### src/rtl/ex_muldiv.sv
// Iterative RV32M multiply/divide unit for the EX stage: shift-add multiply and
// restoring divide, one bit per cycle, with pipeline stall and branch-flush handling.
module ex_muldiv #(
  parameter int XLEN  = 32,
  parameter int CNT_W = 6
) (
  input  logic            clk,
  input  logic            rst,
  input  logic            start_i,
  input  logic [2:0]      op_i,
  input  logic [XLEN-1:0] rs1_i,
  input  logic [XLEN-1:0] rs2_i,
  input  logic [4:0]      wd_i,
  input  logic            wreg_i,
  input  logic            flush_i,
  output logic            stallreq_o,
  output logic            done_o,
  output logic [XLEN-1:0] result_o,
  output logic [4:0]      wd_o,
  output logic            wreg_o
);

  typedef enum logic [1:0] {IDLE, BUSY, DONE} state_t;

  state_t           state;
  logic [CNT_W-1:0] cnt;

  logic [2:0]       op_q;
  logic [4:0]       wd_q;
  logic             wreg_q;
  logic             neg_q;
  logic             neg_r;
  logic [XLEN-1:0]  acc_hi;
  logic [XLEN-1:0]  acc_lo;
  logic [XLEN-1:0]  opb;

  function automatic logic [XLEN-1:0] mag(input logic signed [XLEN-1:0] v, input logic is_neg);
    return is_neg ? $unsigned(-v) : $unsigned(v);
  endfunction

  function automatic logic [XLEN-1:0] fix_word(input logic [XLEN-1:0] v, input logic neg);
    return neg ? -v : v;
  endfunction

  function automatic logic [2*XLEN-1:0] fix_wide(input logic [2*XLEN-1:0] v, input logic neg);
    return neg ? -v : v;
  endfunction

  logic signed [XLEN-1:0] rs1_s;
  logic signed [XLEN-1:0] rs2_s;
  logic                   s1_signed;
  logic                   s2_signed;
  logic                   sgn1;
  logic                   sgn2;
  logic                   div_zero;
  logic                   div_ovf;
  logic                   special;
  logic [XLEN-1:0]        special_res;

  assign rs1_s     = rs1_i;
  assign rs2_s     = rs2_i;
  // rs1 is unsigned only for MULHU/DIVU/REMU; rs2 is also unsigned for MULHSU
  assign s1_signed = !(op_i == 3'd3 || op_i == 3'd5 || op_i == 3'd7);
  assign s2_signed = s1_signed && (op_i != 3'd2);
  assign sgn1      = s1_signed && rs1_i[XLEN-1];
  assign sgn2      = s2_signed && rs2_i[XLEN-1];

  assign div_zero    = op_i[2] && (rs2_i == '0);
  assign div_ovf     = op_i[2] && !op_i[0] && (rs1_i == {1'b1, {(XLEN-1){1'b0}}}) && (rs2_i == '1);
  assign special     = div_zero || div_ovf;
  assign special_res = div_zero ? (op_i[1] ? rs1_i : '1) : (op_i[1] ? '0 : rs1_i);

  assign stallreq_o = !rst && !flush_i && ((state == BUSY) || (state == IDLE && start_i));

  // One iteration step for each algorithm
  logic [XLEN:0]   mul_sum;
  logic [XLEN-1:0] mul_hi_n;
  logic [XLEN-1:0] mul_lo_n;
  logic [XLEN:0]   div_trial;
  logic [XLEN:0]   div_diff;
  logic [XLEN-1:0] div_hi_n;
  logic [XLEN-1:0] div_lo_n;

  assign mul_sum   = {1'b0, acc_hi} + (acc_lo[0] ? {1'b0, opb} : '0);
  assign mul_hi_n  = mul_sum[XLEN:1];
  assign mul_lo_n  = {mul_sum[0], acc_lo[XLEN-1:1]};
  assign div_trial = {acc_hi, acc_lo[XLEN-1]};
  assign div_diff  = div_trial - {1'b0, opb};
  assign div_hi_n  = div_diff[XLEN] ? div_trial[XLEN-1:0] : div_diff[XLEN-1:0];
  assign div_lo_n  = {acc_lo[XLEN-2:0], ~div_diff[XLEN]};

  logic [2*XLEN-1:0] prod;
  logic [XLEN-1:0]   final_res;

  always_comb begin
    prod = fix_wide({mul_hi_n, mul_lo_n}, neg_q);
    if (op_q[2])
      final_res = op_q[1] ? fix_word(div_hi_n, neg_r) : fix_word(div_lo_n, neg_q);
    else if (op_q[1:0] == 2'b00)
      final_res = prod[XLEN-1:0];
    else
      final_res = prod[2*XLEN-1:XLEN];
  end

  // Datapath registers: acc_hi is product-high / partial remainder, acc_lo is multiplier / quotient
  always_ff @(posedge clk) begin
    if (state == IDLE && start_i) begin
      op_q   <= op_i;
      wd_q   <= wd_i;
      wreg_q <= wreg_i;
      neg_q  <= sgn1 ^ sgn2;
      neg_r  <= sgn1;
      acc_hi <= '0;
      acc_lo <= mag(rs1_s, sgn1);
      opb    <= mag(rs2_s, sgn2);
    end else if (state == BUSY) begin
      acc_hi <= op_q[2] ? div_hi_n : mul_hi_n;
      acc_lo <= op_q[2] ? div_lo_n : mul_lo_n;
    end
  end

  always_ff @(posedge clk) begin
    if (rst) begin
      state    <= IDLE;
      cnt      <= '0;
      done_o   <= 1'b0;
      result_o <= '0;
      wd_o     <= '0;
      wreg_o   <= 1'b0;
    end else begin
      done_o <= 1'b0;
      if (flush_i) begin
        state <= IDLE;
      end else begin
        case (state)
          IDLE: begin
            if (start_i) begin
              if (special) begin
                state    <= DONE;
                done_o   <= 1'b1;
                result_o <= special_res;
                wd_o     <= wd_i;
                wreg_o   <= wreg_i;
              end else begin
                state <= BUSY;
                cnt   <= CNT_W'(XLEN-1);
              end
            end
          end
          BUSY: begin
            if (cnt == '0) begin
              state    <= DONE;
              done_o   <= 1'b1;
              result_o <= final_res;
              wd_o     <= wd_q;
              wreg_o   <= wreg_q;
            end else begin
              cnt <= cnt - CNT_W'(1);
            end
          end
          DONE:    state <= IDLE;
          default: state <= IDLE;
        endcase
      end
    end
  end

endmodule

### config.mk
export PLATFORM = sky130hd
export DESIGN_NAME = ex_muldiv
export DESIGN_NICKNAME = d
export VERILOG_FILES = /design/src/rtl/ex_muldiv.sv
export SDC_FILE = /design/constraint.sdc
export NUM_CORES = 1
export LEC_CHECK = 0
export CORE_MARGIN = 4
export CORE_UTILIZATION = 50
export CTS_CLUSTER_DIAMETER = 60
export DETAILED_ROUTE_END_ITERATION = 10
export DONT_BUFFER_PORTS = 1
export PLACE_DENSITY = 0.68
export SETUP_SLACK_MARGIN = 0.02
export SYNTH_ARGS = -nofsm -noshare
export SYNTH_HDL_FRONTEND = slang
export SYNTH_SLANG_ARGS = --single-unit
### constraint.sdc
create_clock -name clk -period 7.9 [get_ports clk]
set_input_delay 2.37 -clock clk [delete_from_list [all_inputs] [get_ports clk]]
set_output_delay 2.37 -clock clk [all_outputs]
set_load 0.03 [all_outputs]
==> reports/summary.json <==
{
  "run_status": {"value": "finished clean"},
  "cell_type_with_the_highest_aggregate_area_in_the_netlist": {"value": "edfxtp_1"},
  "synth.distinct_cells": {"value": 104},
  "dieWidth": {"value": 194, "unit": "um"},
  "layout-drive-gt1-share": {"value": 0.0520},
  "worstSetupStartpointType": {"value": "flip-flop"},
  "slew-limit-headroom": {"value": 0.160},
  "worst_hold_slack": {"value": 0.481, "unit": "ns"},
  "post_cts_resized": {"value": 0},
  "grt_pass1_vias": {"value": 17000},
  "ir_worst_vdd": {"value": 0.182, "unit": "mV"},
  "synth-main-ff-cell": {"value": "dfxtp_1"},
  "clkSlewWorstSetupHoldPaths": {"value": 0.07, "unit": "ns"},
  "final_core_utilization": {"value": 0.533},
  "finalSetupViolCount": {"value": 0},
  "rr_startpoint": {"value": "acc_lo[31]"},
  "timing_max_transition_violations_final": {"value": 0},
  "place.gp.congestion": {"value": 1.03},
  "p_clk_frac": {"value": 0.286},
  "critPathKind": {"value": "reg2reg"},
  "finalWirelength": {"value": 71300, "unit": "um"},
  "total_power": {"value": 2.97, "unit": "mW"},
  "detailroute.via_count": {"value": 18600},
  "synth_enable_flop_cells": {"value": 75},
  "flip_flop_and_latch_count_after_synthesis": {"value": 154},
  "power-per-cell-area": {"value": 165, "unit": "nW/um^2"},
  "finalHoldViolCount": {"value": 0},
  "global_route_wire_length_before_repair": {"value": 107000, "unit": "um"},
  "synthesis.nets": {"value": 2480},
  "synth.yosys.seq_area_share": {"value": 0.221},
  "yosys.area.top_type_share": {"value": 0.130},
  "cell_internal_pwr": {"value": 1.74, "unit": "mW"},
  "placedInstanceArea": {"value": 17500, "unit": "um^2"},
  "syn-instance-count": {"value": 2330},
  "maxCapViolCount": {"value": 0},
  "timing.hold.worst_path_depth": {"value": 2},
  "layout_min_cycle_time": {"value": 6.35, "unit": "ns"},
  "routed_antenna_nets": {"value": 0},
  "fp-row-count": {"value": 67},
  "critPathArrivalTime": {"value": 6.72, "unit": "ns"},
  "cts_root_buffer": {"value": "clkbuf_16"},
  "synthesized_area_per_cell": {"value": 7.43, "unit": "um^2"},
  "insertion_delay": {"value": 0.46, "unit": "ns"},
  "post-route-drc-count": {"value": 0},
  "track_usage": {"value": 0.359},
  "power_switching_share": {"value": 0.415},
  "ys.warnings.count": {"value": 0},
  "r2r.worst_path.cells": {"value": 21},
  "largest_net_degree_at_the_start_of_global_routing": {"value": 89},
  "p_seq_frac": {"value": 0.342},
  "finalNonFillerCells": {"value": 2679},
  "crit-reg2reg-capture": {"value": "result_o[12]"},
  "combPwrFrac": {"value": 0.372},
  "postCtsHoldBufs": {"value": 0},
  "clock_buffer_count_from_cts": {"value": 17},
  "clock_sink_count": {"value": 154},
  "drt-pass1-iter-count": {"value": 7},
  "dp_hpwl": {"value": 54900, "unit": "um"},
  "tcrit_tclk_final": {"value": 0.804},
  "global_route.overflow_total": {"value": 0},
  "critical_path_peak_fanout": {"value": 27},
  "numPlacedInstances": {"value": 2646},
  "post_synth_most_frequent_cells": {"value": "nand2_1, nor2_1, a21oi_1"},
  "rrSetupSlack": {"value": 1.55, "unit": "ns"},
  "cts_max_path_buffers": {"value": 2},
  "type_of_destination_of_the_critical_path": {"value": "flip-flop"},
  "dpl_worst_slack": {"value": 1.56, "unit": "ns"},
  "ys_async_sr_fraction": {"value": 0},
  "synth.most_common_cell": {"value": "nand2_1"},
  "floorplan.die_area": {"value": 37700, "unit": "um^2"},
  "crit_path_start": {"value": "acc_lo[31]"},
  "finalInstanceArea": {"value": 18000, "unit": "um^2"},
  "hp-class": {"value": "reg2reg"},
  "cts_tree": {"value": "built"},
  "grt_setup_unrepaired": {"value": "no"},
  "fp.coreArea": {"value": 33900, "unit": "um^2"},
  "cellLeakagePower": {"value": 6.75, "unit": "nW"},
  "ys_top_cells_by_area": {"value": "edfxtp_1, dfxtp_1, a21oi_1"},
  "number_of_vias_per_cell": {"value": 6.93},
  "fmax": {"value": 157, "unit": "MHz"},
  "timing.setup.tns": {"value": 0, "unit": "ns"},
  "detail_route.iter0.violations": {"value": 2305},
  "fin_nets": {"value": 2367},
  "finalWorstSetupSlack": {"value": 1.55, "unit": "ns"},
  "timing.critical_path.required": {"value": 8.27, "unit": "ns"},
  "place.port_buffers": {"value": 0},
  "antenna_found_initial": {"value": 1},
  "worst_pin_slew": {"value": 1.25, "unit": "ns"},
  "clock_skew_after_layout": {"value": 0.0121, "unit": "ns"},
  "synthesis.area": {"value": 17300, "unit": "um^2"},
  "die_height": {"value": 194, "unit": "um"},
  "post_drt_wl_per_cell": {"value": 26.6, "unit": "um"},
  "total_switching_power": {"value": 1.23, "unit": "mW"},
  "postCtsSetupRepairBufs": {"value": 0},
  "h-tree-depth": {"value": 4},
  "area_growth_syn_to_layout": {"value": 4.21, "unit": "%"},
  "critical_path.endpoint": {"value": "result_o[12]"},
  "io-pin-count": {"value": 117},
  "initial_utilization": {"value": 0.511}
}
-- how the worst min path moves through the flow --
stage	from	endpoint
CTS	cnt[5]	cnt[5]
floorplan	cnt[5]	cnt[5]
global placement	cnt[5]	cnt[5]
finish	cnt[5]	cnt[5]
detailed placement	cnt[5]	cnt[5]
global route	cnt[5]	cnt[5]
-- layer usage --
metal | wire length, um | share of wire | up-vias | global-route usage
met4 | 2050 | 0.029 | 2 | 0.0953
met1 | 31200 | 0.44 | 8882 | 0.532
met3 | 7850 | 0.11 | 129 | 0.0678
met2 | 30200 | 0.42 | 1097 | 0.536
met5 | 17 | 0.00024 | - | 0
li1 | - | - | 8449 | -
-- cells in the final DEF, fill, tap and decap left out, types with 22 or more instances in the layout --
cell and instances:
a211oi_1 44, a21o_1 24, a21oi_1 188, and3_1 22
buf_4 27, dfxtp_1 79, edfxtp_1 75, ha_1 71
inv_1 83, mux2i_1 71, nand2_1 240, nand3_1 41
nand4_1 38, nor2_1 224, nor3_1 73, nor4_1 31
o211ai_1 32, o21ai_0 178, o31ai_1 33, or3_1 34
xnor2_1 102, xor2_1 87
-- final cells by class --
| type | instances | area (um^2) |
|---|---|---|
| Clock inverter | 15 | 159 |
| Multi-Input combinational cell | 1931 | 12500 |
| Timing Repair Buffer | 27 | 203 |
| Fill cell | 3380 | 15800 |
| Inverter | 86 | 323 |
| Antenna cell | 1 | 2.50 |
| Tap cell | 448 | 561 |
| Sequential cell | 154 | 3830 |
| Clock buffer | 17 | 425 |
-- state kept, by name, indices dropped and copies added, names as in the netlist --
name,cells
acc_hi,32
acc_lo,32
cnt,6
done_o,1
neg_q,1
neg_r,1
op_q,3
opb,32
result_o,32
state,2
wd_o,5
wd_q,5
wreg_o,1
wreg_q,1
-- critical path: stages, from the launching register on --
cell	delay (ns)
edfxtp_1	0.55
inv_1	0.24
ha_1	0.31
fa_1	0.43
nand2b_1	0.21
a211o_1	0.36
a211o_1	0.38
a2111oi_4	0.56
o31a_2	0.50
nor2_4	0.08
inv_2	0.42
nor2_1	0.07
a21oi_1	0.27
ha_1	0.33
inv_1	0.12
a211oi_1	0.18
a41oi_1	0.08
buf_4	0.22
and4_1	0.20
a211oi_1	0.26
a211oi_1	0.15
a2111oi_2	0.31
-- power groups by stage --
stage,combinational [mW],sequential [mW],clock (mW)
6_report,1.11,1.02,0.850
5_1_grt,1.18,1.02,0.881
4_1_cts,1.07,1.01,0.853
3_5_place_dp,1.07,1.03,0
3_3_place_gp,1.06,1.03,0
2_1_floorplan,0.816,0.961,0
-- cell families after synthesis --
logic type	count (synthesis)	synth area share
and+or+nand+nor	831	0.234
AOI/OAI and AO/OA	750	0.287
buffers and inverters	245	0.0568
xor gates and xnor gates	189	0.0956
DFF	154	0.221
muxes	82	0.0482
adders and majority gates	79	0.0571
Power figures use the tool's default switching activity.
